## src/rtl/minimax_membus_pkg.sv

```systemverilog
// Shared types and constants for the minimax memory-bus bridge.
// Holds the RMW FSM state enum, RAM geometry, exit-register default address
// and the byte-merge helper used by the read-modify-write path.
package minimax_membus_pkg;

  localparam int unsigned RAM_BYTES  = 8192;
  localparam int unsigned BANK_WORDS = 512;
  localparam int unsigned NBANKS     = 4;
  localparam int unsigned BANK_AW    = $clog2(BANK_WORDS);  // word address within a bank
  localparam int unsigned BANK_IW    = $clog2(NBANKS);      // bank index width
  localparam int unsigned RAM_AW     = $clog2(RAM_BYTES);   // byte address width of RAM
  localparam int unsigned WORD_AW    = RAM_AW - 2;          // {bank, word} address width

  localparam logic [31:0] EXIT_ADDR_DFLT = 32'hFFFF_FFFC;

  typedef enum logic [1:0] {
    IDLE   = 2'd0,
    RMW_RD = 2'd1,
    RMW_WR = 2'd2
  } rmw_state_e;

  // Byte i comes from new_word where mask[i] is set, otherwise from old_word.
  function automatic logic [31:0] byte_merge(input logic [31:0] old_word,
                                             input logic [31:0] new_word,
                                             input logic [3:0]  mask);
    logic [31:0] res;
    res = old_word;
    for (int i = 0; i < 4; i++) begin
      if (mask[i]) res[8*i +: 8] = new_word[8*i +: 8];
    end
    return res;
  endfunction

endpackage

```

## src/rtl/minimax_membus_rmw.sv

```systemverilog
// Read-modify-write sequencer for sub-word stores.
// Latches the store word address, data and mask, then walks RMW_RD -> RMW_WR.
// Ports: clk, reset_n (async active-low); start_i launches a sequence from
// IDLE; word_i/wdata_i/wmask_i are the store to latch; rword_i is the bank
// read word; busy_o (Moore, non-IDLE), wen_o (write strobe in RMW_WR),
// word_o (latched word address), wdata_o (merged write word).
// Only instantiated when MINIMAX_MEMBUS_RMW_EN is defined.
module minimax_membus_rmw
  import minimax_membus_pkg::*;
(
  input  logic               clk,
  input  logic               reset_n,
  input  logic               start_i,
  input  logic [WORD_AW-1:0] word_i,
  input  logic [31:0]        wdata_i,
  input  logic [3:0]         wmask_i,
  input  logic [31:0]        rword_i,
  output logic               busy_o,
  output logic               wen_o,
  output logic [WORD_AW-1:0] word_o,
  output logic [31:0]        wdata_o
);

  rmw_state_e         state_q, state_d;
  logic [WORD_AW-1:0] word_q, word_d;
  logic [31:0]        wdata_q, wdata_d;
  logic [3:0]         mask_q, mask_d;

  // State and store latches.
  always_ff @(posedge clk or negedge reset_n) begin
    if (!reset_n) begin
      state_q <= IDLE;
      word_q  <= '0;
      wdata_q <= '0;
      mask_q  <= '0;
    end else begin
      state_q <= state_d;
      word_q  <= word_d;
      wdata_q <= wdata_d;
      mask_q  <= mask_d;
    end
  end

  // Next state; the core holds its request while stalled, so only IDLE latches.
  always_comb begin
    state_d = state_q;
    word_d  = word_q;
    wdata_d = wdata_q;
    mask_d  = mask_q;
    case (state_q)
      IDLE: begin
        if (start_i) begin
          state_d = RMW_RD;
          word_d  = word_i;
          wdata_d = wdata_i;
          mask_d  = wmask_i;
        end
      end
      RMW_RD:  state_d = RMW_WR;
      RMW_WR:  state_d = IDLE;
      default: state_d = IDLE;
    endcase
  end

  // Moore outputs: an async reset clears them without a clock edge.
  assign busy_o  = (state_q != IDLE);
  assign wen_o   = (state_q == RMW_WR);
  assign word_o  = word_q;
  assign wdata_o = byte_merge(rword_i, wdata_q, mask_q);

endmodule

```

## src/rtl/minimax_membus.sv

```systemverilog
// Memory-bus bridge between the minimax core and four 512x32 SRAM banks.
// Data accesses win over fetch; read data and the fetched halfword are
// registered; sub-word stores become a stalled read-modify-write when
// MINIMAX_MEMBUS_RMW_EN is defined (otherwise they are dropped and stall=0).
// A full-word store to EXIT_ADDR latches a sticky halt flag and code.
// Ports: clk, reset_n (async active-low); inst_addr/inst/inst_regce fetch;
// addr/wdata/wmask/rreq/rdata/stall core data port; bank_en/bank_addr/
// bank_wdata/bank_wen/bank_rdata SRAM side (banks clocked on ~clk);
// halt/halt_code exit register.
module minimax_membus
  import minimax_membus_pkg::*;
#(
  parameter int unsigned PC_BITS   = 13,
  parameter logic [31:0] EXIT_ADDR = EXIT_ADDR_DFLT
) (
  input  logic                  clk,
  input  logic                  reset_n,
  input  logic [PC_BITS-1:0]    inst_addr,
  output logic [15:0]           inst,
  input  logic                  inst_regce,
  input  logic [31:0]           addr,
  input  logic [31:0]           wdata,
  input  logic [3:0]            wmask,
  input  logic                  rreq,
  output logic [31:0]           rdata,
  output logic                  stall,
  output logic [NBANKS-1:0]     bank_en,
  output logic [BANK_AW-1:0]    bank_addr,
  output logic [31:0]           bank_wdata,
  output logic                  bank_wen,
  input  logic [32*NBANKS-1:0]  bank_rdata,
  output logic                  halt,
  output logic [31:0]           halt_code
);

  logic               busy, rmw_wen;
  logic [WORD_AW-1:0] rmw_word;
  logic [31:0]        rmw_wdata;
  logic               data_cycle, ram_hit, full_store;
  logic [RAM_AW-1:0]  fetch_addr;
  logic [WORD_AW-1:0] mux_word;
  logic [BANK_IW-1:0] sel_q;
  logic               zero_q;
  logic [31:0]        bank_word, rword;
  logic [15:0]        inst_lat_q, inst_q;
  logic [31:0]        rdata_q, halt_code_q;
  logic               halt_q;
  logic               unused_bits;

  assign fetch_addr  = RAM_AW'(inst_addr);
  assign data_cycle  = !busy && (rreq || (wmask != 4'h0));
  assign ram_hit     = (addr[31:RAM_AW] == '0);
  assign full_store  = (wmask == 4'hF);
  assign unused_bits = ^{addr[1:0], fetch_addr[1:0]};

`ifdef MINIMAX_MEMBUS_RMW_EN
  logic rmw_start;
  assign rmw_start = data_cycle && ram_hit && !full_store && (wmask != 4'h0);

  minimax_membus_rmw u_rmw (
    .clk     (clk),
    .reset_n (reset_n),
    .start_i (rmw_start),
    .word_i  (addr[RAM_AW-1:2]),
    .wdata_i (wdata),
    .wmask_i (wmask),
    .rword_i (bank_word),
    .busy_o  (busy),
    .wen_o   (rmw_wen),
    .word_o  (rmw_word),
    .wdata_o (rmw_wdata)
  );
`else
  assign busy      = 1'b0;
  assign rmw_wen   = 1'b0;
  assign rmw_word  = '0;
  assign rmw_wdata = '0;
`endif

  // Bank address source: latched store during RMW, else data over fetch.
  always_comb begin
    if (busy)            mux_word = rmw_word;
    else if (data_cycle) mux_word = addr[RAM_AW-1:2];
    else                 mux_word = fetch_addr[RAM_AW-1:2];
  end

  // One-hot bank select; unmapped data accesses touch no bank.
  always_comb begin
    bank_en = '0;
    for (int b = 0; b < NBANKS; b++) begin
      bank_en[b] = (mux_word[WORD_AW-1:BANK_AW] == BANK_IW'(b)) && !(data_cycle && !ram_hit);
    end
  end

  assign bank_addr  = mux_word[BANK_AW-1:0];
  assign bank_wen   = (data_cycle && full_store && ram_hit) || rmw_wen;
  assign bank_wdata = busy ? rmw_wdata : wdata;
  assign stall      = busy;

  // Bank index and unmapped flag captured alongside the banks' own ~clk read.
  always_ff @(negedge clk or negedge reset_n) begin
    if (!reset_n) begin
      sel_q  <= '0;
      zero_q <= 1'b0;
    end else begin
      sel_q  <= mux_word[WORD_AW-1:BANK_AW];
      zero_q <= data_cycle && !ram_hit;
    end
  end

  // Read mux over the banks.
  always_comb begin
    bank_word = '0;
    for (int b = 0; b < NBANKS; b++) begin
      if (sel_q == BANK_IW'(b)) bank_word = bank_rdata[32*b +: 32];
    end
  end

  assign rword = zero_q ? 32'h0 : bank_word;

  // Output registers and the sticky exit register.
  always_ff @(posedge clk or negedge reset_n) begin
    if (!reset_n) begin
      inst_lat_q  <= '0;
      inst_q      <= '0;
      rdata_q     <= '0;
      halt_q      <= 1'b0;
      halt_code_q <= '0;
    end else begin
      rdata_q <= rword;
      if (!busy) inst_lat_q <= inst_addr[1] ? rword[31:16] : rword[15:0];
      if (inst_regce) inst_q <= inst_lat_q;
      if (data_cycle && full_store && (addr == EXIT_ADDR) && !halt_q) begin
        halt_q      <= 1'b1;
        halt_code_q <= wdata;
      end
    end
  end

  assign inst      = inst_q;
  assign rdata     = rdata_q;
  assign halt      = halt_q;
  assign halt_code = halt_code_q;

endmodule

```

## config.mk

```make
export PLATFORM = sky130hd
export DESIGN_NAME = minimax_membus
export DESIGN_NICKNAME = d
export VERILOG_FILES = /design/src/rtl/minimax_membus_pkg.sv /design/src/rtl/minimax_membus_rmw.sv /design/src/rtl/minimax_membus.sv
export SDC_FILE = /design/constraint.sdc
export NUM_CORES = 1
export LEC_CHECK = 0
export BUFFER_PORTS_ARGS = -buffer_cell sky130_fd_sc_hd__buf_2
export CAP_MARGIN = 0
export CORE_AREA = 2 2 132 134
export DETAILED_ROUTE_END_ITERATION = 8
export DIE_AREA = 0 0 134 136
export GPL_ROUTABILITY_DRIVEN = 1
export PLACE_DENSITY = 0.65
export SLEW_MARGIN = 20
export SYNTH_ARGS = -nofsm -noshare
export SYNTH_HDL_FRONTEND = slang
export SYNTH_SLANG_ARGS = --single-unit
```

## constraint.sdc

```tcl
create_clock -name clk -period 2 [get_ports clk]
set_input_delay 0.2 -clock clk [delete_from_list [all_inputs] [get_ports clk]]
set_output_delay 0.2 -clock clk [all_outputs]
set_load 0.05 [all_outputs]
```

==> results.sh, run 1 <==
export IMPL_antenna_left=0
export IMPL_globalRouteTotalUtil_pct=19.1
export IMPL_async_flop_share_pct=100
export IMPL_swShare_pct=28.6
export IMPL_clock_latency_ns=0.35
export IMPL_power_switching_w=0.00134
export IMPL_cp_arrival_ns=3.04
export IMPL_syn2layout_area_growth_pct=53.5
export IMPL_endpoint_kind="flip-flop"
export IMPL_cts_sinks=100
export IMPL_critical_path_class="flip-flop to flip-flop"
export IMPL_fp_row_count=48
export IMPL_setup_viol=62
export IMPL_syn_area_um2=4980
export IMPL_pwr_share_seq_pct=43.8
export IMPL_dp_hpwl_mm=14.3
export IMPL_synthXorXnorAreaFrac_pct=0
export IMPL_clockBufferDepth=2
export IMPL_yosys_area_share_simple_pct=7.61
export IMPL_cellPowerDensity_nw_per_um2=612
export IMPL_drive_gt1_share_pct=77.4
export IMPL_cp_max_fo=15
export IMPL_htreeDepth=3
export IMPL_pin_count=341
export IMPL_die_h_um=136
export IMPL_cts_tree="yes"
export IMPL_synth_edff_count=0
export IMPL_dieArea_um2=18200
export IMPL_status="complete, but fails checks"
export IMPL_wl_per_cell_um=19.9
export IMPL_die_w_um=134
export IMPL_ys_flop_type="dfrtp_1"
export IMPL_first_iter_violations=185
export IMPL_clockPowerShare_pct=36.1
export IMPL_synth_warning_count=0
export IMPL_synth_top_area_share_pct=48.7
export IMPL_slew_violations=0
export IMPL_p_comb_share_pct=20.1
export IMPL_synthCells=332
export IMPL_fin_nets=884
export IMPL_startpoint_type="flip-flop"
export IMPL_core_area_um2=16900
export IMPL_seq_area_frac_synth_pct=50.3
export IMPL_power_w=0.00468
export IMPL_numCtsBuffers=9
export IMPL_synth_commonest_cells="dfrtp_1 (97), mux2_2 (44), buf_4 (42), mux4_2 (32), nor2b_1 (32)"
export IMPL_reg2reg_depth=5
export IMPL_final_hold_violation_count=0
export IMPL_wl_mm=18.0
export IMPL_hold_depth=2
export IMPL_io_buffers=338
export IMPL_grt_max_degree=72
export IMPL_antenna_found_initial=3
export IMPL_synth_distinct_cells=27
export IMPL_vias=4119
export IMPL_stdcell_count=903
export IMPL_vias_per_cell=4.56
export IMPL_yosys_register_bits=100
export IMPL_hold_class="input pin to flip-flop"
export IMPL_intPower_w=0.00334
export IMPL_clkTransAtPathRegs_ns=0.07
export IMPL_synth_compound_area_share_pct=0.101
export IMPL_clock_root_buffer="clkbuf_16"
export IMPL_maxCapViolCount=0
export IMPL_post_route_drc_count=0
export IMPL_grt_pass1_vias=4269
export IMPL_grt_pass1_wl_mm=25.3
export IMPL_peakVddDrop_uv=364
export IMPL_yosys_cell_count_top_type="dfrtp_1"
export IMPL_worst_pin_slew_ns=0.888
export IMPL_fin_ws_ns=-0.800
export IMPL_start_util_pct=29.5
export IMPL_synth_nets=545
export IMPL_synthAdderAreaFrac_pct=0
export IMPL_synthTopCellsByArea="dfrtp_1 (49%), mux4_2 (14%), mux2_2 (9.9%), mux2_4 (8.7%), buf_4 (6.3%)"
export IMPL_skew_ns=0.00726
export IMPL_maxSlewHeadroom_pct=40.8
export IMPL_rsz0062_at_grt="yes"
export IMPL_place_congestion=0.941
export IMPL_synth_top_family_by_area="multiplexers"
export IMPL_dp_cells=865
export IMPL_violations="setup timing"
export IMPL_critPathRequiredTime_ns=2.24
export IMPL_drt_first_pass_iters=4
export IMPL_synthMuxAreaShare_pct=33.6
export IMPL_avgSynthCellArea_um2=15.0
export IMPL_dpl_worst_slack_ns=-0.841
export IMPL_synth_top_area_cell="dfrtp_1"
export IMPL_leakagePower_nw=4.22
export IMPL_grt_overflow=0
[flip-flops by register name, summed over array words and instances, names as in the netlist]
signal,flops
inst_lat_q,16
halt,1
rdata,32
sel_q,2
inst,16
halt_code,32
zero_q,1
[layer usage]
| metal | part of all wire, % | wire length [um] | vias up | global-route usage, % |
|---|---|---|---|---|
| met1 | 43 | 7730 | 2046 | 25.3 |
| met4 | 1.8 | 330 | 2 | 6.56 |
| met5 | 0.072 | 13 | - | 0 |
| li1 | - | - | 1844 | - |
| met3 | 7.0 | 1250 | 24 | 5.37 |
| met2 | 48 | 8650 | 203 | 30.1 |
[power groups by stage]
stage / sequential (W) / clock (W) / combinational, W
global route: 0.00205 / 0.00183 / 0.000997
global placement: 0.00209 / 0 / 0.000878
CTS: 0.00205 / 0.00174 / 0.000924
finish: 0.00205 / 0.00169 / 0.000941
detailed placement: 0.00209 / 0 / 0.000884
floorplan: 0.00213 / 0 / 0.000487
[repair_timing]
action | in CTS | in global routing
setup endpoints to repair | 63 | 72
gates resized for setup | 39 | 21
hold buffers | 1 | 0
buffers inserted | 8 | 8
pin swaps | 4 | 3
cloned | 0 | 3
endpoints found under the hold margin | 26 | 0
[final timing paths]
path,from,endpoint,slack [ns]
worst max-delay path,sel_q[0]$_DFF_NN0_,inst_lat_q[7]$_DFF_PN0_,-0.80
worst min-delay path,wdata[23],halt_code[23]$_DFFE_PN0P_,0.09
worst max register to register,sel_q[0]$_DFF_NN0_,inst_lat_q[7]$_DFF_PN0_,-0.80
worst min register to register,inst_lat_q[1]$_DFF_PN0_,inst[1]$_DFFE_PN0P_,0.47
max in group asynchronous,reset_n,halt_code[9]$_DFFE_PN0P_,0.67
min in group asynchronous,reset_n,rdata[16]$_DFF_PN0_,0.27
[metrics by stage]
stage | hold slack (ns) | cell area [um^2] | TNS [ns] | utilization, %
6_report | 0.0896 | 7640 | -30.71 | 45.3
4_1_cts | 0.0736 | 7410 | -30.74 | 43.9
3_5_place_dp | 0.0102 | 6910 | -33.41 | 41.0
2_1_floorplan | -0.0956 | 5130 | -26.23 | -
5_1_grt | 0.0824 | 7640 | -34.50 | 45.3
3_3_place_gp | 0.00839 | 6910 | -32.20 | 41.0
[critical path, stage by stage (launching register included)]
cell	delay, ns
dfrtn_1	0.43
buf_12	0.17
buf_4	0.13
mux4_2	0.53
nor2b_1	0.17
mux2_2	0.26
[kinds of logic after synthesis]
family	Yosys count
AOI/OAI and AO/OA	1
buffers and inverters	62
DFF	100
muxes	107
other	1
and+or+nand+nor	61
[layout by cell type, fill, tap and decap left out, drive strengths merged, types with 2 or more instances in the layout]
cell type	count
nand4	7
nand2	2
dfrtp	97
buf	384
clkbuf	12
nor2b	32
dfrtn	3
clkinv	3
nand3	2
mux2	73
nor3	5
inv	5
nor2	3
mux4	32
mux2i	2
nor4	6
diode	2
[layout make-up]
type                    count  area, um^2
clock buffers               9         225
inverters                   2        7.51
repair buffers            388        2370
well taps                 225         282
fillers                  1551        9230
clock inverters             7        58.8
diodes                      2        5.00
flip-flops and latches    100        2500
multi-input cells         170        2190
Power figures use the tool's default switching activity.
==> inputs of run 2 (changes only) <==
--- a/config.mk
+++ b/config.mk
@@ -7,11 +7,11 @@
 export LEC_CHECK = 0
 export BUFFER_PORTS_ARGS = -buffer_cell sky130_fd_sc_hd__buf_2
 export CAP_MARGIN = 0
-export CORE_AREA = 2 2 132 134
+export CORE_AREA = 2 2 133 135
 export DETAILED_ROUTE_END_ITERATION = 8
-export DIE_AREA = 0 0 134 136
+export DIE_AREA = 0 0 135 137
 export GPL_ROUTABILITY_DRIVEN = 1
-export PLACE_DENSITY = 0.65
+export PLACE_DENSITY = 0.62
 export SLEW_MARGIN = 20
 export SYNTH_ARGS = -nofsm -noshare
 export SYNTH_HDL_FRONTEND = slang
==> constraint.sdc (replaced) <==
create_clock -name clk -period 3.43 [get_ports clk]
set_input_delay 0.343 -clock clk [delete_from_list [all_inputs] [get_ports clk]]
set_output_delay 0.343 -clock clk [all_outputs]
set_load 0.05 [all_outputs]
==> run 2 against run 1 <==
  * The flow still finishes with violations (setup timing)
  * First-iteration DRC count up 1.6%
  * Routed wire length down 8.1%
  * Global-route usage is 1.4 points lower
  * Worst setup slack improved by 0.69 ns
  * Non-clock buffer count is 22 lower
  * Clock skew rose by 0.0018 ns
  * Die area grew 1.5%
  * Sequential power fell by 41%
  * Largest cell class unchanged
  * Critical path depth is the same
  * Utilization decreased by 2.9 points
  * Design area shrank 5.5%
==> results.sh, run 2 (same netlist as run 1, synthesis figures left out) <==
export IMPL_worst_pin_slew_ns=0.745
export IMPL_fin_ws_ns=-0.112
export IMPL_critPathRequiredTime_ns=3.65
export IMPL_grt_pass1_wl_mm=24.3
export IMPL_vias=4052
export IMPL_status="complete, but fails checks"
export IMPL_numCtsBuffers=9
export IMPL_cts_tree="yes"
export IMPL_cp_max_fo=5
export IMPL_dieArea_um2=18500
export IMPL_core_area_um2=17100
export IMPL_cts_sinks=100
export IMPL_vias_per_cell=4.61
export IMPL_final_hold_violation_count=0
export IMPL_fin_nets=862
export IMPL_final_cell_mix="buf_2 (337), dfrtp_1 (97), mux2_2 (43), mux4_2 (32), mux2_4 (30)"
export IMPL_maxSlewHeadroom_pct=50.3
export IMPL_slew_violations=0
export IMPL_startpoint_type="flip-flop"
export IMPL_wl_per_cell_um=18.8
export IMPL_insertedDiodeCount=0
export IMPL_cellPowerDensity_nw_per_um2=372
export IMPL_final_common_cell="buf_2"
export IMPL_drt_first_pass_iters=5
export IMPL_dpl_worst_slack_ns=-0.138
export IMPL_endpoint_kind="flip-flop"
export IMPL_cp_arrival_ns=3.77
export IMPL_post_route_drc_count=0
export IMPL_grt_overflow=0
export IMPL_pin_count=341
export IMPL_hold_class="input pin to flip-flop"
export IMPL_peakVddDrop_uv=207
export IMPL_grt_pass1_vias=4429
export IMPL_violations="setup timing"
export IMPL_tns_ns=-1.31
export IMPL_io_buffers=338
export IMPL_critical_path_class="flip-flop to flip-flop"
export IMPL_antenna_left=0
export IMPL_leakagePower_nw=4.02
export IMPL_clockBufferDepth=2
export IMPL_drive_gt1_share_pct=75.2
export IMPL_place_congestion=1.01
export IMPL_wl_mm=16.5
export IMPL_maxCapViolCount=0
export IMPL_fp_row_count=48
export IMPL_setup_viol=16
export IMPL_antenna_found_initial=0
export IMPL_die_w_um=135
export IMPL_start_util_pct=29.2
export IMPL_regToRegSetupSlack_ns=-0.11
export IMPL_htreeDepth=3
export IMPL_clkTransAtPathRegs_ns=0.07
export IMPL_die_h_um=137
export IMPL_globalRouteTotalUtil_pct=17.7
export IMPL_skew_ns=0.00903
export IMPL_clock_root_buffer="clkbuf_16"
export IMPL_first_iter_violations=188
export IMPL_syn2layout_area_growth_pct=45.1
export IMPL_grt_max_degree=57
export IMPL_clock_latency_ns=0.34
export IMPL_dp_hpwl_mm=13.3
export IMPL_rsz0062_at_grt="yes"
[run 2: layer usage]
| layer | routed length, um | track usage, % |
|---|---|---|
| met1 | 6510 | 21.6 |
| met2 | 8460 | 30.8 |
| met3 | 1100 | 3.81 |
| met4 | 450 | 6.66 |
| met5 | 0 | 0 |
[run 2: per-stage QoR]
stage,cells,area (um^2),utilization [%],total power (W),hold slack (ns)
after floorplan,332,5020,-,0.00152,0.0474
after global placement,857,6750,39.6,0.00170,0.226
after detailed placement,857,6750,39.6,0.00171,0.227
after CTS,878,7160,42.0,0.00271,0.228
after global routing,879,7220,42.4,0.00281,0.227
final,879,7220,42.4,0.00269,0.239
[run 2: repair_timing]
| item | CTS | global route |
|---|---|---|
| setup endpoints to repair | 16 | 19 |
| gates resized for setup | 9 | 11 |
| hold endpoints to repair | 10 | 0 |
| setup buffers | 2 | 1 |
| hold buffers | 1 | 0 |
| pin swaps | 0 | 0 |
| cloned | 2 | 1 |
[run 2: critical path: stages (launching register included)]
cell and delay (ns):
dfrtn_1 0.47, buf_12 0.16, buf_12 0.12, mux4_2 0.54, nor2b_4 0.16, mux2_2 0.26
[run 2: path summary, 6_finish.rpt]
check                      depth (start not counted)               startpoint                        end
setup / recovery                                   5       sel_q[0]$_DFF_NN0_   inst_lat_q[11]$_DFF_PN0_
hold / removal                                     2                wdata[31]  halt_code[31]$_DFFE_PN0P_
setup reg to reg                                   5       sel_q[0]$_DFF_NN0_   inst_lat_q[11]$_DFF_PN0_
hold reg to reg                                    1  inst_lat_q[2]$_DFF_PN0_        inst[2]$_DFFE_PN0P_
max in group asynchronous                          2                  reset_n         sel_q[1]$_DFF_NN0_
min in group asynchronous                          2                  reset_n  halt_code[23]$_DFFE_PN0P_
[run 2: power breakdown]
group	internal [W]	total [W]	switching [W]
clock	0.000536	0.000978	0.000442
sequential	0.00119	0.00120	0.00000498
combinational	0.000236	0.000517	0.000281
total	0.00196	0.00269	0.000727
[run 2: cell type report]
class,count,area (um^2)
fill,1643,9830
sequential,100,2500
multi-input combinational,170,2100
timing repair buffer,366,2040
tap,225,282
clock buffer,12,256
clock inverter,4,33.8
inverter,2,7.51
==> inputs of run 3 (changes only) <==
--- a/config.mk
+++ b/config.mk
@@ -7,11 +7,13 @@
 export LEC_CHECK = 0
 export BUFFER_PORTS_ARGS = -buffer_cell sky130_fd_sc_hd__buf_2
 export CAP_MARGIN = 0
-export CORE_AREA = 2 2 133 135
+export CELL_PAD_IN_SITES_DETAIL_PLACEMENT = 0
+export CELL_PAD_IN_SITES_GLOBAL_PLACEMENT = 2
+export CORE_UTILIZATION = 27
 export DETAILED_ROUTE_END_ITERATION = 8
-export DIE_AREA = 0 0 135 137
 export GPL_ROUTABILITY_DRIVEN = 1
-export PLACE_DENSITY = 0.62
+export PLACE_DENSITY = 0.88
+export SKIP_CTS_REPAIR_TIMING = 1
 export SLEW_MARGIN = 20
 export SYNTH_ARGS = -nofsm -noshare
 export SYNTH_HDL_FRONTEND = slang
==> run 3 against run 2 <==
  * The flow finishes with violations (hold timing, setup timing)
  * Clock-buffer cell count decreased by 2
  * Non-clock buffer count decreased by 2
  * First-iteration DRC count decreased by 41%
  * Global-route usage decreased by 1.1 points
  * Critical path type unchanged
==> results.sh, run 3 (same netlist as run 1, synthesis figures left out) <==
export IMPL_status="complete, but fails checks"
export IMPL_violations="hold timing, setup timing"
export IMPL_vias_per_cell=4.48
export IMPL_die_w_um=138
export IMPL_pin_count=341
export IMPL_vias=3955
export IMPL_startpoint_type="flip-flop"
export IMPL_leakagePower_nw=4.04
export IMPL_slew_violations=0
export IMPL_pwr_share_seq_pct=44.0
export IMPL_fp_row_count=49
export IMPL_cellPowerDensity_nw_per_um2=375
export IMPL_clkTransAtPathRegs_ns=0.06
export IMPL_drt_first_pass_iters=4
export IMPL_swShare_pct=26.6
export IMPL_cp_arrival_ns=3.76
export IMPL_worst_pin_slew_ns=0.738
export IMPL_final_common_cell="buf_2"
export IMPL_fin_util_pct=40.2
export IMPL_dp_hpwl_mm=13.3
export IMPL_antenna_found_initial=2
export IMPL_critPathRequiredTime_ns=3.65
export IMPL_cp_max_fo=7
export IMPL_grt_pass1_vias=4089
export IMPL_multi_input_area_um2=2140
export IMPL_numCtsBuffers=9
export IMPL_intPower_w=0.00199
export IMPL_drive_gt1_share_pct=75.9
export IMPL_p_comb_share_pct=19.1
export IMPL_htreeDepth=3
export IMPL_syn2layout_area_growth_pct=45.5
export IMPL_core_area_um2=18000
export IMPL_clockPowerShare_pct=36.8
export IMPL_peakVddDrop_uv=203
export IMPL_critical_path_class="flip-flop to flip-flop"
export IMPL_wl_mm=16.4
export IMPL_endpoint_kind="flip-flop"
export IMPL_seq_area_um2=2500
export IMPL_start_util_pct=27.6
export IMPL_cts_sinks=100
export IMPL_power_switching_w=0.000722
export IMPL_maxSlewHeadroom_pct=50.8
export IMPL_place_congestion=0.904
export IMPL_antenna_left=0
export IMPL_clock_root_buffer="clkbuf_16"
export IMPL_fin_nets=860
export IMPL_final_hold_violation_count=4
export IMPL_dieArea_um2=19000
export IMPL_maxCapViolCount=0
export IMPL_nFillCells=1776
export IMPL_skew_ns=0.00965
export IMPL_hold_class="input pin to async pin"
export IMPL_holdWs_ns=-0.00644
export IMPL_cts_tree="yes"
export IMPL_setup_viol=16
export IMPL_power_w=0.00271
export IMPL_dpl_worst_slack_ns=-0.122
export IMPL_post_route_drc_count=0
export IMPL_final_cell_mix="buf_2 (337), dfrtp_1 (97), mux2_2 (41), mux4_2 (32), mux2_4 (32)"
export IMPL_wl_per_cell_um=18.6
export IMPL_rsz0062_at_grt="yes"
export IMPL_die_h_um=138
export IMPL_first_iter_violations=110
export IMPL_grt_overflow=0
export IMPL_fin_ws_ns=-0.109
export IMPL_clockBufferDepth=2
export IMPL_clock_latency_ns=0.34
export IMPL_globalRouteTotalUtil_pct=16.6
export IMPL_grt_pass1_wl_mm=22.9
export IMPL_io_buffers=338
export IMPL_grt_max_degree=58
-- run 3: cell types whose count changed in the layout (fill, tap and decap cells not counted), sizes merged --
cell         delta
buf             -3
dlygate4sd3     -1
diode           +1
bufinv          +1
clkinv          +1
-- run 3: area by class of cell --
class	count	share of cell area, %
diodes	1	0.0345
clock buffers	10	3.16
clock inverters	6	0.898
inverters	2	0.104
multi-input cells	170	29.5
flip-flops and latches	100	34.5
well taps	229	3.96
repair buffers	364	27.8
-- run 3: final timing paths --
check	from	slack, ns	cells past startpoint	end
setup / recovery	sel_q[0]$_DFF_NN0_	-0.11	5	inst_lat_q[7]$_DFF_PN0_
hold / removal	reset_n	-0.006	1	inst[14]$_DFFE_PN0P_
setup reg to reg	sel_q[0]$_DFF_NN0_	-0.11	5	inst_lat_q[7]$_DFF_PN0_
hold reg to reg	inst_lat_q[7]$_DFF_PN0_	0.48	1	inst[7]$_DFFE_PN0P_
max in group asynchronous	reset_n	1.41	1	sel_q[1]$_DFF_NN0_
min in group clk	wdata[0]	0.24	2	halt_code[0]$_DFFE_PN0P_
-- run 3: metal layers --
metal	global-route usage, %	vias up	part of all wire (%)
li1	-	1792	-
met1	21.1	1979	42
met2	28.3	172	50
met3	3.94	12	6.5
met4	4.23	0	1.0
met5	0	-	0
-- run 3: critical path, stage by stage (launching register included) --
cell and delay (ns):
dfrtn_1 0.43, buf_12 0.15, buf_16 0.14, mux4_2 0.55
nor2b_4 0.15, mux2_4 0.26
-- run 3: power groups by stage --
stage / Sequential (W) / Combinational (W) / Clock [W]
after floorplan: 0.00124 / 0.000275 / 0
after global placement: 0.00122 / 0.000492 / 0
after detailed placement: 0.00122 / 0.000498 / 0
after CTS: 0.00120 / 0.000499 / 0.00104
after global routing: 0.00119 / 0.000555 / 0.00109
final: 0.00119 / 0.000519 / 0.000999
-- run 3: stage by stage --
step	TNS, ns	instances	hold slack [ns]	instance area [um^2]
floorplan	0	332	0.0474	5020
global placement	-1.48	860	0.378	6760
detailed placement	-1.66	860	0.386	6760
CTS	-1.62	876	0.0105	7050
global route	-2.45	881	0.0356	7240
finish	-1.42	882	-0.00644	7240
